`config.mk`:
```
export PLATFORM = sky130hd
export DESIGN_NAME = layer_ctrl
export DESIGN_NICKNAME = d
export VERILOG_FILES = /design/src/rtl/layer_pkg.sv /design/src/rtl/layer_ctrl_pix_gap_mon.sv /design/src/rtl/layer_ctrl.sv
export SDC_FILE = /design/constraint.sdc
export NUM_CORES = 1
export LEC_CHECK = 0
export CAP_MARGIN = 30
export CORE_ASPECT_RATIO = 1.4
export CORE_UTILIZATION = 25
export CTS_CLUSTER_DIAMETER = 30
export DETAILED_ROUTE_END_ITERATION = 10
export HOLD_SLACK_MARGIN = 0.1
export PLACE_DENSITY = 0.48
export SLEW_MARGIN = 20
export SYNTH_ARGS = -nofsm -noshare
export SYNTH_HDL_FRONTEND = slang
export SYNTH_SLANG_ARGS = --single-unit
export TNS_END_PERCENT = 100
```
`constraint.sdc`:
```
create_clock -name clk -period 2.1 [get_ports clk]
set_clock_uncertainty 0.05 [all_clocks]
set_input_delay 0.42 -clock clk [delete_from_list [all_inputs] [get_ports clk]]
set_output_delay 0.42 -clock clk [all_outputs]
set_load 0.1 [all_outputs]
```
`src/rtl/layer_pkg.sv`:
```
// Shared types and sizing for the layer sequencer.
// State encoding, counter widths and the expected window count per frame.
package layer_pkg;

   typedef enum logic [2:0] {
      ST_IDLE,
      ST_LOAD,
      ST_WAIT_VS,
      ST_CALC,
      ST_DRAIN,
      ST_DONE
   } layer_state_t;

   localparam int PIX_CNT_W = 13;
   localparam int WIN_CNT_W = 10;

   // Stride-2 3x3 window: one window per 2x2 pixel block.
   function automatic int win_per_frame(input int fm_width);
      return (fm_width / 2) * (fm_width / 2);
   endfunction

   localparam int WIN_PER_FRAME = win_per_frame(56);

endpackage

```
`src/rtl/layer_ctrl_pix_gap_mon.sv`:
```
// Pixel spacing monitor: sticky flag when two pixels land on consecutive cycles.
// One cycle from offending pixel to flag; never stalls the pixel stream.
module pix_gap_mon (
   input  logic clk,
   input  logic rstn,
   input  logic clr,
   input  logic en,
   input  logic pix,
   output logic err_overrun
);

   logic prev_pix;

   always_ff @(posedge clk) begin
      if (!rstn) begin
         prev_pix    <= 1'b0;
         err_overrun <= 1'b0;
      end else begin
         prev_pix <= en & pix;
         if (clr)
            err_overrun <= 1'b0;
         else if (en & pix & prev_pix)
            err_overrun <= 1'b1;
      end
   end

endmodule

```
`src/rtl/layer_ctrl.sv`:
```
// Layer sequencer: parameter load, framed pixel streaming, completion pulses; vs/pixel paths are 0-cycle.
// Parameter port is valid/ready; pixels cannot be stalled. Window-count check under LAYER_CTRL_WINCHK_EN.
module layer_ctrl
   import layer_pkg::*;
#(
   parameter int FM_WIDTH    = 56,
   parameter int PARAM_WORDS = 576,
   parameter int FRAME_W     = 8,
   parameter int DRAIN_CYC   = 4
) (
   input  logic                 clk,
   input  logic                 rstn,
   input  logic                 start,
   input  logic [FRAME_W-1:0]   frames_req,
   input  logic                 param_valid,
   output logic                 param_ready,
   output logic [9:0]           param_addr,
   output logic                 param_we,
   input  logic                 vs_in,
   input  logic                 pix_valid_in,
   output logic                 mode_out,
   output logic                 vs_out,
   output logic                 pix_valid_out,
   input  logic                 win_valid,
   output logic                 busy,
   output logic                 frame_done,
   output logic                 layer_done,
   output logic                 err_overrun,
   output logic                 err_win,
   output logic [WIN_CNT_W-1:0] win_count
);

   localparam int PIX_PER_FRAME = FM_WIDTH * FM_WIDTH;
   localparam int DRN_W         = $clog2(DRAIN_CYC + 1);

   layer_state_t         state, state_nxt;
   logic [PIX_CNT_W-1:0] pix_cnt;
   logic [FRAME_W-1:0]   frame_cnt;
   logic [DRN_W-1:0]     drain_cnt;
   logic [WIN_CNT_W-1:0] win_nxt;
   logic streaming, counting, abort, last_pix, drain_end, frame_end, take_start;

   assign streaming     = (state == ST_WAIT_VS) || (state == ST_CALC) || (state == ST_DRAIN);
   assign counting      = (state == ST_CALC) || (state == ST_DRAIN);
   assign vs_out        = vs_in & streaming;
   assign pix_valid_out = pix_valid_in & (state == ST_CALC);
   assign param_we      = param_valid & param_ready;
   assign take_start    = start && (state == ST_IDLE);
   assign abort         = vs_in & counting;
   assign last_pix      = pix_valid_out && (pix_cnt == PIX_CNT_W'(PIX_PER_FRAME - 1));
   assign drain_end     = (state == ST_DRAIN) && (drain_cnt == DRN_W'(DRAIN_CYC - 1));
   assign frame_end     = drain_end && !abort;
   assign win_nxt       = (counting && win_valid && (win_count != '1)) ? win_count + 1'b1 : win_count;

   always_comb begin
      state_nxt = state;
      case (state)
         ST_IDLE:    if (start) state_nxt = ST_LOAD;
         ST_LOAD:    if (param_we && (param_addr == 10'(PARAM_WORDS - 1))) state_nxt = ST_WAIT_VS;
         ST_WAIT_VS: if (vs_in) state_nxt = ST_CALC;
         ST_CALC:    if (!abort && last_pix) state_nxt = ST_DRAIN;
         ST_DRAIN: begin
            if (abort)
               state_nxt = ST_CALC;
            else if (drain_end)
               state_nxt = (frame_cnt <= FRAME_W'(1)) ? ST_DONE : ST_WAIT_VS;
         end
         ST_DONE:    state_nxt = ST_IDLE;
         default:    state_nxt = ST_IDLE;
      endcase
   end

   always_ff @(posedge clk) begin
      if (!rstn) begin
         state       <= ST_IDLE;
         mode_out    <= 1'b0;
         busy        <= 1'b0;
         param_ready <= 1'b0;
         param_addr  <= '0;
         pix_cnt     <= '0;
         win_count   <= '0;
         drain_cnt   <= '0;
         frame_cnt   <= '0;
         frame_done  <= 1'b0;
         layer_done  <= 1'b0;
      end else begin
         state       <= state_nxt;
         mode_out    <= (state_nxt == ST_WAIT_VS) || (state_nxt == ST_CALC) || (state_nxt == ST_DRAIN);
         busy        <= (state_nxt != ST_IDLE);
         param_ready <= (state_nxt == ST_LOAD);
         frame_done  <= 1'b0;
         layer_done  <= (state == ST_DONE);

         if (take_start) begin
            param_addr <= '0;
            frame_cnt  <= (frames_req == '0) ? FRAME_W'(1) : frames_req;
         end else if (param_we) begin
            param_addr <= param_addr + 1'b1;
         end

         // A sync inside a frame restarts it; WAIT_VS holds the counters clear.
         if (abort || (state == ST_WAIT_VS)) begin
            pix_cnt   <= '0;
            win_count <= '0;
            drain_cnt <= '0;
         end else if (state == ST_CALC) begin
            if (pix_valid_out) pix_cnt <= pix_cnt + 1'b1;
            win_count <= win_nxt;
            drain_cnt <= '0;
         end else if (state == ST_DRAIN) begin
            win_count <= win_nxt;
            drain_cnt <= drain_cnt + 1'b1;
            if (frame_end) begin
               frame_done <= 1'b1;
               frame_cnt  <= frame_cnt - 1'b1;
            end
         end
      end
   end

`ifdef LAYER_CTRL_WINCHK_EN
   localparam logic [WIN_CNT_W-1:0] WIN_EXP = WIN_CNT_W'(win_per_frame(FM_WIDTH));

   always_ff @(posedge clk) begin
      if (!rstn)
         err_win <= 1'b0;
      else if (take_start)
         err_win <= 1'b0;
      else if (frame_end && (win_nxt != WIN_EXP))
         err_win <= 1'b1;
   end
`else
   assign err_win = 1'b0;
`endif

   pix_gap_mon u_gap (
      .clk         (clk),
      .rstn        (rstn),
      .clr         (take_start),
      .en          (state == ST_CALC),
      .pix         (pix_valid_in),
      .err_overrun (err_overrun)
   );

endmodule

```
==> results of run 1 <==
final timing paths:
check                                    start           endpoint  slack [ns]  cells after the start
worst max-delay path                     vs_in             vs_out        0.12                      4
worst min-delay path            u_gap.prev_pix  u_gap.err_overrun        0.43                      2
worst max register to register    drain_cnt[0]        param_ready        0.14                      7
worst min register to register  u_gap.prev_pix  u_gap.err_overrun        0.43                      2
cell type report:
class,count,area share [%]
flip-flops and latches,54,31.3
multi-input cells,231,42.6
inverters,8,0.856
repair buffers,64,16.5
clock inverters,2,0.285
well taps,138,4.92
clock buffers,5,3.57
synthesized netlist by cell type (3+ instances only):
| master | instances |
|---|---|
| a21boi_0 | 3 |
| o21ai_0 | 13 |
| nand4_1 | 4 |
| mux2i_1 | 3 |
| xnor2_1 | 21 |
| a21oi_1 | 11 |
| clkbuf_1 | 7 |
| nor3_1 | 10 |
| ha_1 | 7 |
| xor2_1 | 8 |
| buf_4 | 3 |
| nor2_1 | 47 |
| nand3_1 | 13 |
| and3_1 | 9 |
| and2_1 | 4 |
| nor4_1 | 7 |
| and4_1 | 5 |
| inv_1 | 8 |
| dfxtp_1 | 54 |
| nand2_1 | 22 |
cells by family after synthesis:
kind of cell / share of synthesized area, %
other: 0.140
adder cells (fa/ha/maj): 3.28
AO/OA/AOI/OAI: 12.5
buffers and inverters: 3.79
flip-flops: 40.5
multiplexers: 1.12
AND/OR/NAND/NOR: 29.2
XOR/XNOR: 9.51
stage by stage:
stage               hold WS, ns  instances  util [%]
floorplan                 0.383        305         -
global placement          0.393        495      32.4
detailed placement        0.411        495      32.4
CTS                       0.434        502      33.7
global route              0.473        502      33.7
finish                    0.428        502      33.7
flip-flops by register name (all words and copies together), names as in the netlist:
| signal | cells |
|---|---|
| pix_cnt | 13 |
| param_addr | 10 |
| win_count | 10 |
| frame_cnt | 8 |
| drain_cnt | 3 |
| state | 3 |
| busy | 1 |
| frame_done | 1 |
| layer_done | 1 |
| mode_out | 1 |
| param_ready | 1 |
| u_gap.err_overrun | 1 |
| u_gap.prev_pix | 1 |
power groups by stage:
| stage | combinational, mW | sequential (mW) | clock [mW] |
|---|---|---|---|
| global route | 0.270 | 1.06 | 0.870 |
| global placement | 0.250 | 1.09 | 0 |
| finish | 0.248 | 1.06 | 0.799 |
| floorplan | 0.125 | 1.12 | 0 |
| CTS | 0.251 | 1.06 | 0.834 |
| detailed placement | 0.250 | 1.09 | 0 |
layer usage:
layer  global-route usage (%)  up-vias  wire (um)
met5                        0        -          0
met4                     5.14        0        150
met3                     2.25       11        150
met2                     21.5       41       3260
met1                     16.0     1072       2950
li1                         -     1192          -
timing repair:
action | CTS | global route
pin swaps | 0 | 0
hold buffers | 0 | 0
setup endpoints to repair | 1 | 2
hold endpoints to repair | 0 | 0
gates resized for setup | 1 | 1
buffers inserted | 0 | 0
critical path, stage by stage:
cell             delay (ns)
clkdlybuf4s50_1        0.53
buf_4                  0.18
o21a_1                 0.19
buf_12                 0.19
==> load_flow_metrics.sql, run 1 <==
INSERT INTO impl_metrics (metric_group, metric, value, unit) VALUES
('route', 'detailroute.via_count', '2316', ''),
('clock_network', 'clock_tree.buffer_depth', '2', ''),
('power', 'pwr_density_cell', '601', 'mW/mm2'),
('power', 'power_switching_share', '25.4', '%'),
('timing', 'max_freq', '505', 'MHz'),
('power', 'switchingPower', '0.536', 'mW'),
('power', 'power.share.sequential', '50.3', '%'),
('floorplanning', 'chipWidth', '89.4', 'um'),
('worst_setup_path', 'crit_fanout', '7', ''),
('timing', 'setup_total_negative_slack', '0', 'ns'),
('floorplanning', 'floorplan.io_pins', '45', ''),
('place', 'port_buffers', '43', ''),
('job', 'max_cap_violations', '0', ''),
('layout', 'n_fill_cell', '1069', ''),
('clock_network', 'h-tree-depth', '2', ''),
('timing', 'timing_max_transition_violations_final', '0', ''),
('route', 'routedWlPerCell', '13.0', 'um'),
('timing', 'post-route-min-period', '1.98', 'ns'),
('status', 'status', 'complete, no violations', ''),
('layout', 'area_of_the_multi_input_gates', '0.00149', 'mm2'),
('logic_synthesis', 'postSynthRegisterBits', '54', ''),
('place', 'pre_cts_ws', '-0.138', 'ns'),
('logic_synthesis', 'synth_seq_area_share', '40.5', '%'),
('global_route', 'vias_in_the_first_global_route', '2312', ''),
('global_route', 'globalRouteOverflowTotal', '0', ''),
('timing', 'least_setup_slack_across_all_paths_after_layout', '0.120', 'ns'),
('timing', 'grt_setup_unrepaired', 'no', ''),
('global_route', 'groute.usage.overall', '12.9', '%'),
('clock_network', 'numClockSinks', '54', ''),
('power', 'internal_power_consumption', '1.57', 'mW'),
('timing', 'finalHoldViolCount', '0', ''),
('logic_synthesis', 'synth_top_cell_area_share', '40.5', '%'),
('worst_setup_path', 'critical_path_arrival', '1.51', 'ns'),
('layout', 'final_design_area_no_fill', '0.00351', 'mm2'),
('global_route', 'antenna_found_initial', '0', ''),
('timing', 'tightestPinTransition', '0.598', 'ns'),
('global_route', 'pin_count_of_the_biggest_net_entering_global_routing', '24', ''),
('logic_synthesis', 'synth_flop_cell', 'dfxtp_1', ''),
('power', 'max-vdd-ir-drop', '0.265', 'mV'),
('floorplanning', 'dieArea', '0.0111', 'mm2'),
('worst_setup_path', 'crit_required', '1.63', 'ns'),
('clock_network', 'clk_pin_slew', '0.07', 'ns'),
('logic_synthesis', 'synthDominantAreaCellType', 'dfxtp_1', ''),
('worst_setup_path', 'worst_setup_path_start_kind', 'input port', ''),
('clock_network', 'clock_tree_from_tritoncts', 'yes', ''),
('floorplanning', 'floorplan.die.height', '124', 'um'),
('clock_network', 'clockRootBuffer', 'clkbuf_16', ''),
('place', 'gp_routability_congestion', '0.848', ''),
('hold_path', 'worst_hold_path_type', 'flop to flop', ''),
('logic_synthesis', 'synthArstFlopShare', '0', '%'),
('place', 'dp_hpwl', '4880', 'um'),
('layout', 'layout.cells.most_common', 'nor2_1', ''),
('layout', 'final_nets', '386', ''),
('power', 'comb_power_share', '11.8', '%'),
('place', 'dpl_cell_area', '0.00337', 'mm2'),
('logic_synthesis', 'ys_top_cells_by_area', 'dfxtp_1 40%, xnor2_1 6.9%, nor2_1 6.6%', ''),
('route', 'drtIter0Drc', '112', ''),
('power', 'p_total', '2.11', 'mW'),
('logic_synthesis', 'synth_fp_nets', '327', ''),
('layout', 'layout_common_cells', '47 x nor2_1, 45 x buf_4, 40 x dfxtp_1', ''),
('power', 'clkPwrFrac', '37.9', '%'),
('logic_synthesis', 'synth_cells', '305', ''),
('logic_synthesis', 'syn_area', '0.00267', 'mm2'),
('timing', 'max_slew_margin', '59.7', '%'),
('route', 'route.detailed.drc', '0', ''),
('clock_network', 'clock_insertion_delay_worst_skew', '0.29', 'ns'),
('logic_synthesis', 'yosys_warnings', '0', ''),
('route', 'drt-total-wl', '6510', 'um'),
('layout', 'n_antenna_cell', '0', ''),
('layout', 'layout-area-overhead-vs-synth', '31.3', '%'),
('timing', 'layout_worst_path_cycle_share', '94.3', '%');
No activity file was read; power rests on OpenSTA's default activity.
==> run 2: changes to the inputs <==
SKIP_LAST_GASP = 1   (was not set)
==> results of run 2 <==
Final layout, timing and power as in run 1 (identical DEF).
==> run 3: changes to the inputs <==
clock period = 2.34 ns   (was 2.1 ns; I/O delays follow)
==> load_flow_metrics.sql, run 3 (same netlist as run 1, synthesis figures left out) <==
INSERT INTO impl_metrics (metric_group, metric, value, unit) VALUES
('layout', 'area_of_the_multi_input_gates', '0.00149', 'mm2'),
('layout', 'drive_above_1_share', '17.7', '%'),
('worst_setup_path', 'critPathTopFamily', 'flip-flops', ''),
('timing', 'grt_setup_unrepaired', 'no', ''),
('power', 'leakage_power_figure', '1.28', 'nW'),
('layout', 'layout.area.seq', '0.00108', 'mm2'),
('layout', 'layout-area-overhead-vs-synth', '28.1', '%'),
('timing', 'tightest_hold_margin', '0.421', 'ns'),
('floorplanning', 'floorplan.io_pins', '45', ''),
('clock_network', 'numClockSinks', '54', ''),
('timing', 'setup_total_negative_slack', '0', 'ns'),
('power', 'pwr_density_cell', '563', 'mW/mm2'),
('route', 'detailroute.via_count', '2284', ''),
('job', 'max_cap_violations', '0', ''),
('place', 'dp_hpwl', '4790', 'um'),
('route', 'drt-total-wl', '6420', 'um'),
('place', 'port_buffers', '43', ''),
('layout', 'top_register', 'pix_cnt', ''),
('timing', 'max_freq', '455', 'MHz'),
('timing', 'timing_max_transition_violations_final', '0', ''),
('timing', 'max_slew_margin', '64.9', '%'),
('layout', 'finalCoreUtilization', '32.9', '%'),
('route', 'detailedRoute.firstPassIterationCount', '5', ''),
('clock_network', 'cts_setup_buffers', '0', ''),
('global_route', 'grtUsageMet1', '15.3', '%'),
('clock_network', 'cts_resized', '0', ''),
('worst_setup_path', 'critical_path.slowest_cell', 'dfxtp_1', ''),
('worst_setup_path', 'critical_path_arrival', '1.68', 'ns'),
('place', 'gp_routability_congestion', '0.791', ''),
('worst_setup_path', 'crit_fanout', '10', ''),
('timing', 'tightestPinTransition', '0.520', 'ns'),
('worst_setup_path', 'timing.critical_path.cells', 'and3b_2, and2_1, buf_12', ''),
('status', 'status', 'complete, no violations', ''),
('global_route', 'antenna_found_initial', '0', ''),
('clock_network', 'clock_insertion_delay_worst_skew', '0.30', 'ns'),
('route', 'route.detailed.drc', '0', ''),
('clock_network', 'clockRootBuffer', 'clkbuf_16', ''),
('global_route', 'vias_in_the_first_global_route', '2224', ''),
('clock_network', 'h-tree-depth', '2', ''),
('layout', 'largest_register_ffs', '13', ''),
('floorplanning', 'chipWidth', '89.4', 'um'),
('layout', 'n_antenna_cell', '0', ''),
('layout', 'final_nets', '377', ''),
('clock_network', 'cts_hold_buf', '0', ''),
('worst_setup_path', 'critical_path_buf_inv_count', '1', ''),
('floorplanning', 'fp.coreArea', '0.0104', 'mm2'),
('timing', 'post-route-min-period', '2.20', 'ns'),
('global_route', 'met2_usage', '20.8', '%'),
('layout', 'reg_top3', 'pix_cnt x13, param_addr x10, win_count x10', ''),
('power', 'p_total', '1.92', 'mW'),
('route', 'drtIter0Drc', '78', ''),
('floorplanning', 'core.rowCount', '44', ''),
('hold_path', 'worst_hold_path_type', 'flop to flop', ''),
('worst_setup_path', 'end_kind', 'primary output', ''),
('floorplanning', 'floorplan.die.height', '124', 'um'),
('worst_setup_path', 'crit_required', '1.82', 'ns'),
('global_route', 'use_met3', '2.39', '%'),
('timing', 'finalSetupViolations', '0', ''),
('clock_network', 'clock_tree_from_tritoncts', 'yes', ''),
('worst_setup_path', 'worst_setup_path_start_kind', 'flop', ''),
('global_route', 'globalRouteOverflowTotal', '0', ''),
('worst_setup_path', 'critical_path.max_stage_delay', '0.61', 'ns'),
('timing', 'layout_worst_path_cycle_share', '93.9', '%'),
('layout', 'layout_common_cells', '51 x dfxtp_1, 47 x nor2_1, 37 x buf_4', ''),
('worst_setup_path', 'crit_type', 'flop to primary output', ''),
('route', 'viasPerCell', '4.62', ''),
('global_route', 'first_pass_grt_wire_length', '10700', 'um'),
('clock_network', 'numCtsBuffers', '5', ''),
('layout', 'n_fill_cell', '1116', ''),
('floorplanning', 'start_util', '25.7', '%'),
('floorplanning', 'dieArea', '0.0111', 'mm2'),
('timing', 'finalHoldViolCount', '0', ''),
('global_route', 'groute.usage.overall', '12.4', '%'),
('power', 'max-vdd-ir-drop', '0.288', 'mV'),
('route', 'routedWlPerCell', '13.0', 'um'),
('layout', 'layout.cells.most_common', 'dfxtp_1', ''),
('route', 'ant_nets', '0', ''),
('clock_network', 'clk_pin_slew', '0.08', 'ns'),
('global_route', 'grt_busiest_layer', 'met2', ''),
('global_route', 'pin_count_of_the_biggest_net_entering_global_routing', '24', ''),
('clock_network', 'clock_tree.buffer_depth', '2', '');
## run 3: power breakdown
| group | internal, mW | switching, mW |
|---|---|---|
| Clock | 0.398 | 0.365 |
| Sequential | 0.934 | 0.0208 |
| Combinational | 0.0807 | 0.126 |
## run 3: worst paths after layout
path         slack, ns  cells past startpoint           endpoint            from
max               0.14                      3      pix_valid_out        state[1]
min               0.42                      2  u_gap.err_overrun  u_gap.prev_pix
max reg2reg       0.27                      7        param_ready    drain_cnt[0]
min reg2reg       0.42                      2  u_gap.err_overrun  u_gap.prev_pix
## run 3: layout make-up
cell class / count / share of cell area [%]
clock inverter: 3 / 0.622
clock buffer: 5 / 3.66
multi-input combinational: 231 / 43.5
sequential: 54 / 31.7
tap: 138 / 5.05
timing repair buffer: 55 / 14.6
inverter: 8 / 0.878
## run 3: metrics by stage
step	cell area (um2)	std cells	worst slack, ns
after global routing	3420	494	0.0398
after floorplan	2680	305	0.00814
after CTS	3420	494	0.111
after detailed placement	3270	486	0.0158
final	3420	494	0.142
after global placement	3270	486	0.0509
## run 3: per-layer routing
layer	part of all wire, %	up-vias	wire (um)
met1	45	1061	2880
met2	49	43	3170
met4	1.7	0	111
met5	0	-	0
met3	3.9	6	253
li1	-	1174	-
## run 3: worst register-to-register path: stages, from the launching register on
cell and delay, ns:
dfxtp_1 0.33, ha_1 0.20, ha_1 0.19, and4bb_2 0.26
o2111a_1 0.13, o31ai_1 0.36, a41oi_1 0.19, and4_1 0.24
